<file path="config.mk">
export PLATFORM = sky130hd
export DESIGN_NAME = rep_decoder
export DESIGN_NICKNAME = d
export VERILOG_FILES = /design/src/rtl/rep_dec_pkg.sv /design/src/rtl/rep_dec_combiner.sv /design/src/rtl/rep_decoder.sv
export SDC_FILE = /design/constraint.sdc
export NUM_CORES = 1
export LEC_CHECK = 0
export CAP_MARGIN = 20
export CORE_UTILIZATION = 62
export CTS_CLUSTER_DIAMETER = 80
export DETAILED_ROUTE_END_ITERATION = 7
export GPL_TIMING_DRIVEN = 0
export PLACE_DENSITY_LB_ADDON = 0.3
export SYNTH_ARGS = -nofsm -noshare
export SYNTH_HDL_FRONTEND = slang
export SYNTH_SLANG_ARGS = --single-unit
export TNS_END_PERCENT = 1
</file>
<file path="constraint.sdc">
create_clock -name clk_p_i -period 6.4 [get_ports clk_p_i]
set_input_delay 1.28 -clock clk_p_i [delete_from_list [all_inputs] [get_ports clk_p_i]]
set_output_delay 1.28 -clock clk_p_i [all_outputs]
set_load 0.02 [all_outputs]
</file>
<file path="src/rtl/rep_dec_pkg.sv">
// rep_dec_pkg: FSM state encoding and frame/beat/sum width helpers for rep_decoder.
package rep_dec_pkg;
  typedef enum logic [1:0] {IDLE, LOAD, ACC, DONE} state_t;
  function automatic int frame_w(input int out_w, input int rep, input int llr_w);
    return out_w * rep * llr_w;
  endfunction
  function automatic int beat_w(input int fw, input int beats);
    return fw / beats;
  endfunction
  function automatic int sum_w(input int llr_w, input int rep);
    return llr_w + $clog2(rep);
  endfunction
endpackage

</file>
<file path="src/rtl/rep_dec_combiner.sv">
// rep_dec_combiner: sign-extended sum of the REP soft LLRs belonging to one information bit.
module rep_dec_combiner
  import rep_dec_pkg::*;
#(
  parameter int LLR_W = 4,
  parameter int REP = 3,
  localparam int SUM_W = sum_w(LLR_W, REP)
) (
  input  logic [REP*LLR_W-1:0]    llrs,
  output logic signed [SUM_W-1:0] sum
);
  always_comb begin
    sum = '0;
    for (int r = 0; r < REP; r++) sum = sum + SUM_W'($signed(llrs[r*LLR_W +: LLR_W]));
  end
endmodule

</file>
<file path="src/rtl/rep_decoder.sv">
// rep_decoder: loads a frame of soft LLRs in BEATS beats, then majority-decodes one bit per cycle.
// Define REP_DECODER_CONF_EN to add conf_o, the smallest |sum| seen across the frame.
module rep_decoder
  import rep_dec_pkg::*;
#(
  parameter int LLR_W = 4,
  parameter int REP = 3,
  parameter int OUT_W = 5,
  parameter int BEATS = 4,
  localparam int FRAME_W = frame_w(OUT_W, REP, LLR_W),
  localparam int BEAT_W = beat_w(FRAME_W, BEATS),
  localparam int SUM_W = sum_w(LLR_W, REP)
) (
  input  logic              clk_p_i,
  input  logic              reset_n_i,
  input  logic              start_i,
  input  logic [BEAT_W-1:0] data_i,
  output logic [OUT_W-1:0]  data_o,
  output logic              done_o,
  output logic              busy_o,
  output logic              overrun_o
`ifdef REP_DECODER_CONF_EN
  ,
  output logic [SUM_W-1:0]  conf_o
`endif
);
  localparam int GRP_W = REP * LLR_W;
  localparam int BC_W = BEATS > 1 ? $clog2(BEATS) : 1;
  localparam int IX_W = OUT_W > 1 ? $clog2(OUT_W) : 1;
  if (FRAME_W % BEATS != 0) begin : g_bad_beats
    $error("rep_decoder: frame width not divisible by BEATS");
  end
  if (REP < 2) begin : g_bad_rep
    $error("rep_decoder: REP must be at least 2");
  end
  state_t state, state_nx;
  logic [BC_W-1:0] beat_cnt;
  logic [IX_W-1:0] idx;
  logic [FRAME_W-1:0] frame;
  logic [GRP_W-1:0] grp;
  logic [OUT_W-1:0] dec, dec_nx;
  logic signed [SUM_W-1:0] sum;
  logic accept, last_beat, last_bit, neg;
  assign accept = start_i && (state == IDLE || state == LOAD);
  assign last_beat = beat_cnt == BC_W'(BEATS - 1);
  assign last_bit = idx == IX_W'(OUT_W - 1);
  assign neg = sum[SUM_W-1];
  assign done_o = state == DONE;
  assign busy_o = state != IDLE;
  always_comb begin
    state_nx = state;
    unique case (state)
      IDLE, LOAD: if (start_i) state_nx = last_beat ? ACC : LOAD;
      ACC:        if (last_bit) state_nx = DONE;
      DONE:       state_nx = IDLE;
      default:    state_nx = IDLE;
    endcase
  end
  always_comb begin
    grp = '0;
    for (int b = 0; b < OUT_W; b++) if (idx == IX_W'(b)) grp = frame[b*GRP_W +: GRP_W];
  end
  always_comb begin
    dec_nx = dec;
    for (int b = 0; b < OUT_W; b++) if (idx == IX_W'(b)) dec_nx[b] = neg;
  end
  rep_dec_combiner #(.LLR_W(LLR_W), .REP(REP)) u_comb (.llrs(grp), .sum(sum));
  always_ff @(posedge clk_p_i or negedge reset_n_i)
    if (!reset_n_i) state <= IDLE;
    else state <= state_nx;
  // Frame storage carries no control meaning, so it is left out of reset.
  always_ff @(posedge clk_p_i)
    for (int j = 0; j < BEATS; j++)
      if (accept && beat_cnt == BC_W'(j)) frame[j*BEAT_W +: BEAT_W] <= data_i;
  always_ff @(posedge clk_p_i or negedge reset_n_i)
    if (!reset_n_i) begin
      beat_cnt  <= '0;
      idx       <= '0;
      dec       <= '0;
      data_o    <= '0;
      overrun_o <= 1'b0;
    end else begin
      overrun_o <= start_i && (state == ACC || state == DONE);
      if (accept) beat_cnt <= last_beat ? '0 : beat_cnt + 1'b1;
      if (state == ACC) begin
        idx <= last_bit ? '0 : idx + 1'b1;
        dec <= dec_nx;
        if (last_bit) data_o <= dec_nx;
      end
    end
`ifdef REP_DECODER_CONF_EN
  logic [SUM_W-1:0] mag, min_q, min_nx;
  assign mag = neg ? -sum : sum;
  assign min_nx = (idx == '0 || mag < min_q) ? mag : min_q;
  always_ff @(posedge clk_p_i or negedge reset_n_i)
    if (!reset_n_i) begin
      min_q  <= '0;
      conf_o <= '0;
    end else if (state == ACC) begin
      min_q <= min_nx;
      if (last_bit) conf_o <= min_nx;
    end
`endif
endmodule

</file>
Yosys cells after proc, flatten, opt, wreduce, memory -nomap -nowiden
Cells that the tools add are included.
{"block": "totals", "memories": 0, "output_inout_bits": 8, "romBits": 0, "latch_bits": 0, "word_cells": 57, "mem_bits_rw": 0, "regBits": 78, "input_bits": 18}
{"block": "classes", "n_eq_ne": 12, "mul": 0, "n_reduce_logical": 15, "n_div": 0, "bitwise_logic": 0, "order_cmp": 0, "muxes": 16, "n_addsub": 4, "shift": 0}
{"op": "$mux W12", "n": 5}
{"op": "$eq A2 B2 Y1 const B", "n": 4}
{"op": "$mux W2", "n": 4}
{"op": "$add A5 B4 Y6", "n": 1}
{"op": "$eq A3 B2 Y1 const B", "n": 2}
{"op": "$logic_and A1 B1 Y1", "n": 6}
{"op": "$pmux W2 S3", "n": 1}
{"op": "$add A4 B4 Y5", "n": 1}
{"op": "$mux W1", "n": 5}
{"op": "$eq A2 B1 Y1 const B", "n": 2}
{"op": "$logic_not A2 Y1", "n": 2}
{"op": "$ne A2 B2 Y1 const B", "n": 2}
{"op": "$reduce_and A2 Y1", "n": 2}
{"op": "$add A3 B1 Y3 const B", "n": 1}
{"op": "$eq A3 B1 Y1 const B", "n": 1}
{"op": "$eq A3 B3 Y1 const B", "n": 1}
{"op": "$logic_not A3 Y1", "n": 1}
{"op": "$mux W3", "n": 1}
{"op": "$add A2 B1 Y2 const B", "n": 1}
{"op": "$logic_or A1 B1 Y1", "n": 2}
{"op": "$reduce_bool A2 Y1", "n": 1}
{"op": "$reduce_or A2 Y1", "n": 1}

Longest topological paths before layout
{"block": "depth", "word_depth": 9, "mapped_depth": 15, "mapped_depth_nobuf": 13}

Modules after synthesis
Synthesis repeated with hierarchy kept, for this count alone.
{"block": "hier_totals", "hier_cells": 257, "hier_area_um2": 3473.3}
{"module": "rep_decoder", "n_inst": 1, "seq_area_each_um2": 2227.1, "cells_per_inst": 232, "area_per_inst_um2": 3233.1}
{"module": "rep_dec_combiner", "n_inst": 1, "seq_area_each_um2": 0.0, "cells_per_inst": 25, "area_per_inst_um2": 240.2}

Worst setup path before layout
OpenSTA, ideal clock, no wires.
{"block": "synth_path", "path_type": "register to register", "from": "register idx[0]", "to": "register dec[0]", "setup_time_ns": 0.088, "path_stages_with_launch": 14, "setup_slack_ns": 2.936, "required_time_ns": 6.312, "period_less_slack_ns": 3.464, "path_buffers": 2, "arrival_ns": 3.376, "cell_sequence": "dfrtp_1 -> ha_1 -> ha_1 -> clkbuf_8 -> nor2_1 -> clkbuf_1 -> a21oi_1 -> fa_1 -> inv_1 -> ha_1 -> or3b_1 -> a2111oi_2 -> a311oi_1 -> a41oi_1"}
{"block": "synth_via", "elab_chain_cells": 9, "elab_cells_between_ends": 13, "classes_between": "add/sub: 2; eq/ne: 4; mux: 6; reduce/logical: 1"}
{"element": "start, declared", "line_no": "rep_decoder.sv:38", "rtl": "logic [IX_W-1:0] idx;"}
{"element": "start signal, assigned", "line_no": "rep_decoder.sv:86", "rtl": "idx <= last_bit ? '0 : idx + 1'b1;"}
{"element": "$logic_not A3 Y1", "line_no": "rep_decoder.sv:61, rep_decoder.sv:65"}
{"element": "$mux W12 (5 in series)", "line_no": "rep_decoder.sv:61", "rtl": "for (int b = 0; b < OUT_W; b++) if (idx == IX_W'(b)) grp = frame[b*GRP_W +: GRP_W];"}
{"element": "$add A4 B4 Y5", "line_no": "rep_dec_combiner.sv:14", "rtl": "for (int r = 0; r < REP; r++) sum = sum + SUM_W'($signed(llrs[r*LLR_W +: LLR_W]));"}
{"element": "$add A5 B4 Y6", "line_no": "rep_dec_combiner.sv:14"}
{"element": "$mux W1 *", "line_no": "rep_decoder.sv:65", "rtl": "for (int b = 0; b < OUT_W; b++) if (idx == IX_W'(b)) dec_nx[b] = neg;"}
{"element": "end signal, assigned", "line_no": "rep_decoder.sv:87", "rtl": "dec <= dec_nx;"}
{"element": "end, declared", "line_no": "rep_decoder.sv:41", "rtl": "logic [OUT_W-1:0] dec, dec_nx;"}
Every way passes the cells marked *; elsewhere a longest branch is shown, timed or not.
A chain may end at the register's enable or synchronous reset.

Worst setup path after layout
{"block": "layout_path", "from": "register idx[0]", "to": "register dec[1]"}
{"block": "layout_via", "elab_chain_cells": 9, "elab_cells_between_ends": 13, "classes_between": "add/sub: 2; eq/ne: 4; mux: 6; reduce/logical: 1"}
{"element": "$logic_not A3 Y1", "line_no": "rep_decoder.sv:61"}
{"element": "$mux W12 (5 in series)", "line_no": "rep_decoder.sv:61"}
{"element": "$add A4 B4 Y5", "line_no": "rep_dec_combiner.sv:14"}
{"element": "$add A5 B4 Y6", "line_no": "rep_dec_combiner.sv:14"}
{"element": "$mux W1 *", "line_no": "rep_decoder.sv:65"}
Marked as above.

==> out/results.ini <==
[sta]
timing_hold_violations_final = 0
worst_pin_slew_ns = 0.878
slew_headroom_pct = 41.4
final_critical_path_setup_slack_ns = 2.25
finalCriticalPeriod_ns = 4.15
finalSetupViolations = 0
grt_setup_unrepaired = no
fmax_ghz = 0.241
layout_worst_path_cycle_share_pct = 64.8
final_tns_setup_ns = 0
final_max_slew_viol_count = 0
fin_worst_skew_ns = 0.00998

[clock_network]
tritoncts = yes
cts_sink_count = 77
holdBufCountCts = 0
ctsRootBufferMaster = sky130_fd_sc_hd__clkbuf_8
clk-insertion-delay-late_ns = 0.35
number_of_cts_inserted_buffers = 9
max-clock-path-buffers = 2
h-tree-depth = 3
clk_pin_slew_ns = 0.08
cts.repair_timing.setup_buffer_count = 0
postCtsResizedCells = 0

[synth]
synth-main-ff-cell = sky130_fd_sc_hd__edfxtp_1
asyncSetResetFlopFracSynth_pct = 22.1
synth_sequential_area_ratio_pct = 64.3
yosys_warnings = 0
number_of_enable_flip_flop_cells_after_synthesis = 60
syn-instance-count = 265
synthesis.area_per_instance_um2 = 13.1
number_of_synthesized_register_bits = 77
synth.distinct_cells = 43
synth.net_count = 299
synth_area_um2 = 3470

[die]
initial_util_pct = 66.2
fp.dieArea_um2 = 5890
fp.coreArea_um2 = 5240
rows = 26
die_y_um = 76.8
boundaryPins = 26
die_w_um = 76.8

[power_and_ir_drop]
peakVddDrop_mv = 0.245
power_density_nw_per_um2 = 467
leakage_power_nw = 1.52

[worst_setup_path]
worst_setup_path_end_kind = flop
critPathMostFrequentCell = sky130_fd_sc_hd__ha_1
setup.worst_path.class = flop to flop
worst_ep_arrival_time_ns = 4.33
timing.critical_path.max_delay_family = adder cells
start_kind = flop
peak_per_stage_delay_on_the_critical_path_ns = 0.69
worstPathMaxFanout = 10
crit_slowest_cell = sky130_fd_sc_hd__a311oi_1
timing.critical_path.required_ns = 6.58
timing.critical_path.buf_inv = 3
critical_path.cell_chain = ha_1, ha_1, clkbuf_8, nor2_1, clkbuf_1, a21oi_1, fa_1, inv_1, ha_1, or3b_1, a2111oi_2, a311oi_1, a41oi_1

[route]
drcViolationCount = 0
drtIter0Drc = 207
dr_total_vias = 2285
ant_nets = 0
dr.pass1.iters = 5
post_drt_wl_per_cell_um = 18.7
avgViaCountPerCell = 6.09
detail_route.wirelength_um = 7000

[final_layout]
layout.cells.most_common = sky130_fd_sc_hd__edfxtp_1
num_antenna_cells = 0
flow.area_growth_from_synthesis_pct = 14.2
final_cell_mix = 60 x sky130_fd_sc_hd__edfxtp_1, 31 x sky130_fd_sc_hd__nand2_1, 25 x sky130_fd_sc_hd__o21ai_0, 25 x sky130_fd_sc_hd__clkdlybuf4s50_1, 19 x sky130_fd_sc_hd__a21oi_1
finish.cell_count_without_fillers = 375
final.fill_count = 332
nets = 335
drive_gt1_share_pct = 10.2

[global_route]
grt_usage_pct = 25.6
grt_pass1_wl_um = 11100
grt_pass1_vias = 2240
grt_antenna_before_repair = 0
largest_net_degree_at_the_start_of_global_routing = 18
global_route_total_overflow = 0

[placed_design]
placed_insts = 360
dp_hpwl_um = 4710
preCtsSetupSlack_ns = 2.37
io_buffers = 25
gp_congestion = 0.888

[worst_hold_path]
hold_path.class = flop to flop

[run_status]
status = finished clean

[flow_run]
cap_viol_max_count = 0

[state kept, by name, summed over array words and instances, names as in the netlist]
name and cells:
dec 4, frame 60, idx 3, beat_cnt 2
overrun_o 1, data_o 5, state 2
[synthesized netlist by cell type, types with 4 or more instances]
cell | count | share of area [%]
sky130_fd_sc_hd__inv_1 | 13 | 1.4
sky130_fd_sc_hd__nand2_1 | 31 | 3.4
sky130_fd_sc_hd__a211oi_1 | 5 | 1.1
sky130_fd_sc_hd__nor2_1 | 11 | 1.2
sky130_fd_sc_hd__a21oi_1 | 19 | 2.7
sky130_fd_sc_hd__and2_1 | 7 | 1.3
sky130_fd_sc_hd__clkbuf_1 | 5 | 0.54
sky130_fd_sc_hd__a22oi_1 | 4 | 0.87
sky130_fd_sc_hd__edfxtp_1 | 60 | 52
sky130_fd_sc_hd__and3b_1 | 6 | 1.5
sky130_fd_sc_hd__clkbuf_8 | 4 | 1.6
sky130_fd_sc_hd__ha_1 | 13 | 4.7
sky130_fd_sc_hd__a41oi_1 | 4 | 1.0
sky130_fd_sc_hd__dfrtp_1 | 17 | 12
sky130_fd_sc_hd__o21ai_0 | 25 | 3.6
[report_power, final]
group | switching (mW) | internal [mW]
Clock | 0.168 | 0.134
Combinational | 0.511 | 0.333
Sequential | 0.0441 | 0.657
Total | 0.723 | 1.12
[metrics by stage]
step	util, %	area, um^2	hold WS [ns]	power [mW]
after floorplan	-	3470	0.480	1.30
after global placement	72.6	3800	0.490	1.50
final	75.6	3960	0.508	1.85
after CTS	75.6	3960	0.513	1.84
after detailed placement	72.6	3800	0.497	1.55
after global routing	75.6	3960	0.538	1.95
[worst register-to-register path, stage by stage (launching register included)]
cell                        delay, ns
sky130_fd_sc_hd__dfrtp_1         0.43
sky130_fd_sc_hd__ha_1            0.23
sky130_fd_sc_hd__ha_1            0.21
sky130_fd_sc_hd__clkbuf_8        0.18
sky130_fd_sc_hd__nor2_1          0.16
sky130_fd_sc_hd__clkbuf_1        0.44
sky130_fd_sc_hd__a21oi_1         0.19
sky130_fd_sc_hd__fa_1            0.57
sky130_fd_sc_hd__inv_1           0.06
sky130_fd_sc_hd__ha_1            0.32
sky130_fd_sc_hd__or3b_1          0.22
sky130_fd_sc_hd__a2111oi_2       0.07
sky130_fd_sc_hd__a311oi_1        0.69
sky130_fd_sc_hd__a41oi_1         0.22
[kinds of logic (layout without fill, tap and decap cells)]
kind of cell               Yosys count  in the layout  share of synthesized area, %
DFF                                 77             77                          64.3
and+or+nand+nor                     69             69                          10.2
buffers and inverters               27             67                          4.77
adders and majority gates           16             16                          6.43
muxes                                4              4                          1.26
AOI/OAI and AO/OA                   72             72                          13.1
[final cells by class]
type                            instances  area, um^2  share of cell area (%)
Tap cell                               70        87.6                    2.21
Sequential cell                        77        2230                    56.3
Buffer                                 14         116                    2.94
Inverter                               13        48.8                    1.23
Clock buffer                            9         124                    3.13
Timing Repair Buffer                   25         250                    6.32
Clock inverter                          6        31.3                   0.790
Multi-Input combinational cell        161        1070                    27.1
[per-layer routing]
layer	track usage, %	part of all wire, %	vias up
met1	32.9	42	1111
met4	9.23	2.9	0
met5	0	0	-
li1	-	-	1043
met2	42.2	49	107
met3	6.31	6.3	24
[final timing paths]
kind / endpoint / start / cells past startpoint / slack [ns]
worst max-delay path: dec[1] / idx[0] / 13 / 2.25
worst min-delay path: data_o[0] / data_o[0] / 1 / 0.51
worst max register to register: dec[1] / idx[0] / 13 / 2.25
worst min register to register: data_o[0] / data_o[0] / 1 / 0.51
max in group asynchronous: data_o[1] / reset_n_i / 1 / 4.58
min in group asynchronous: data_o[4] / reset_n_i / 1 / 1.36
No activity file was read; power rests on OpenSTA's default activity.
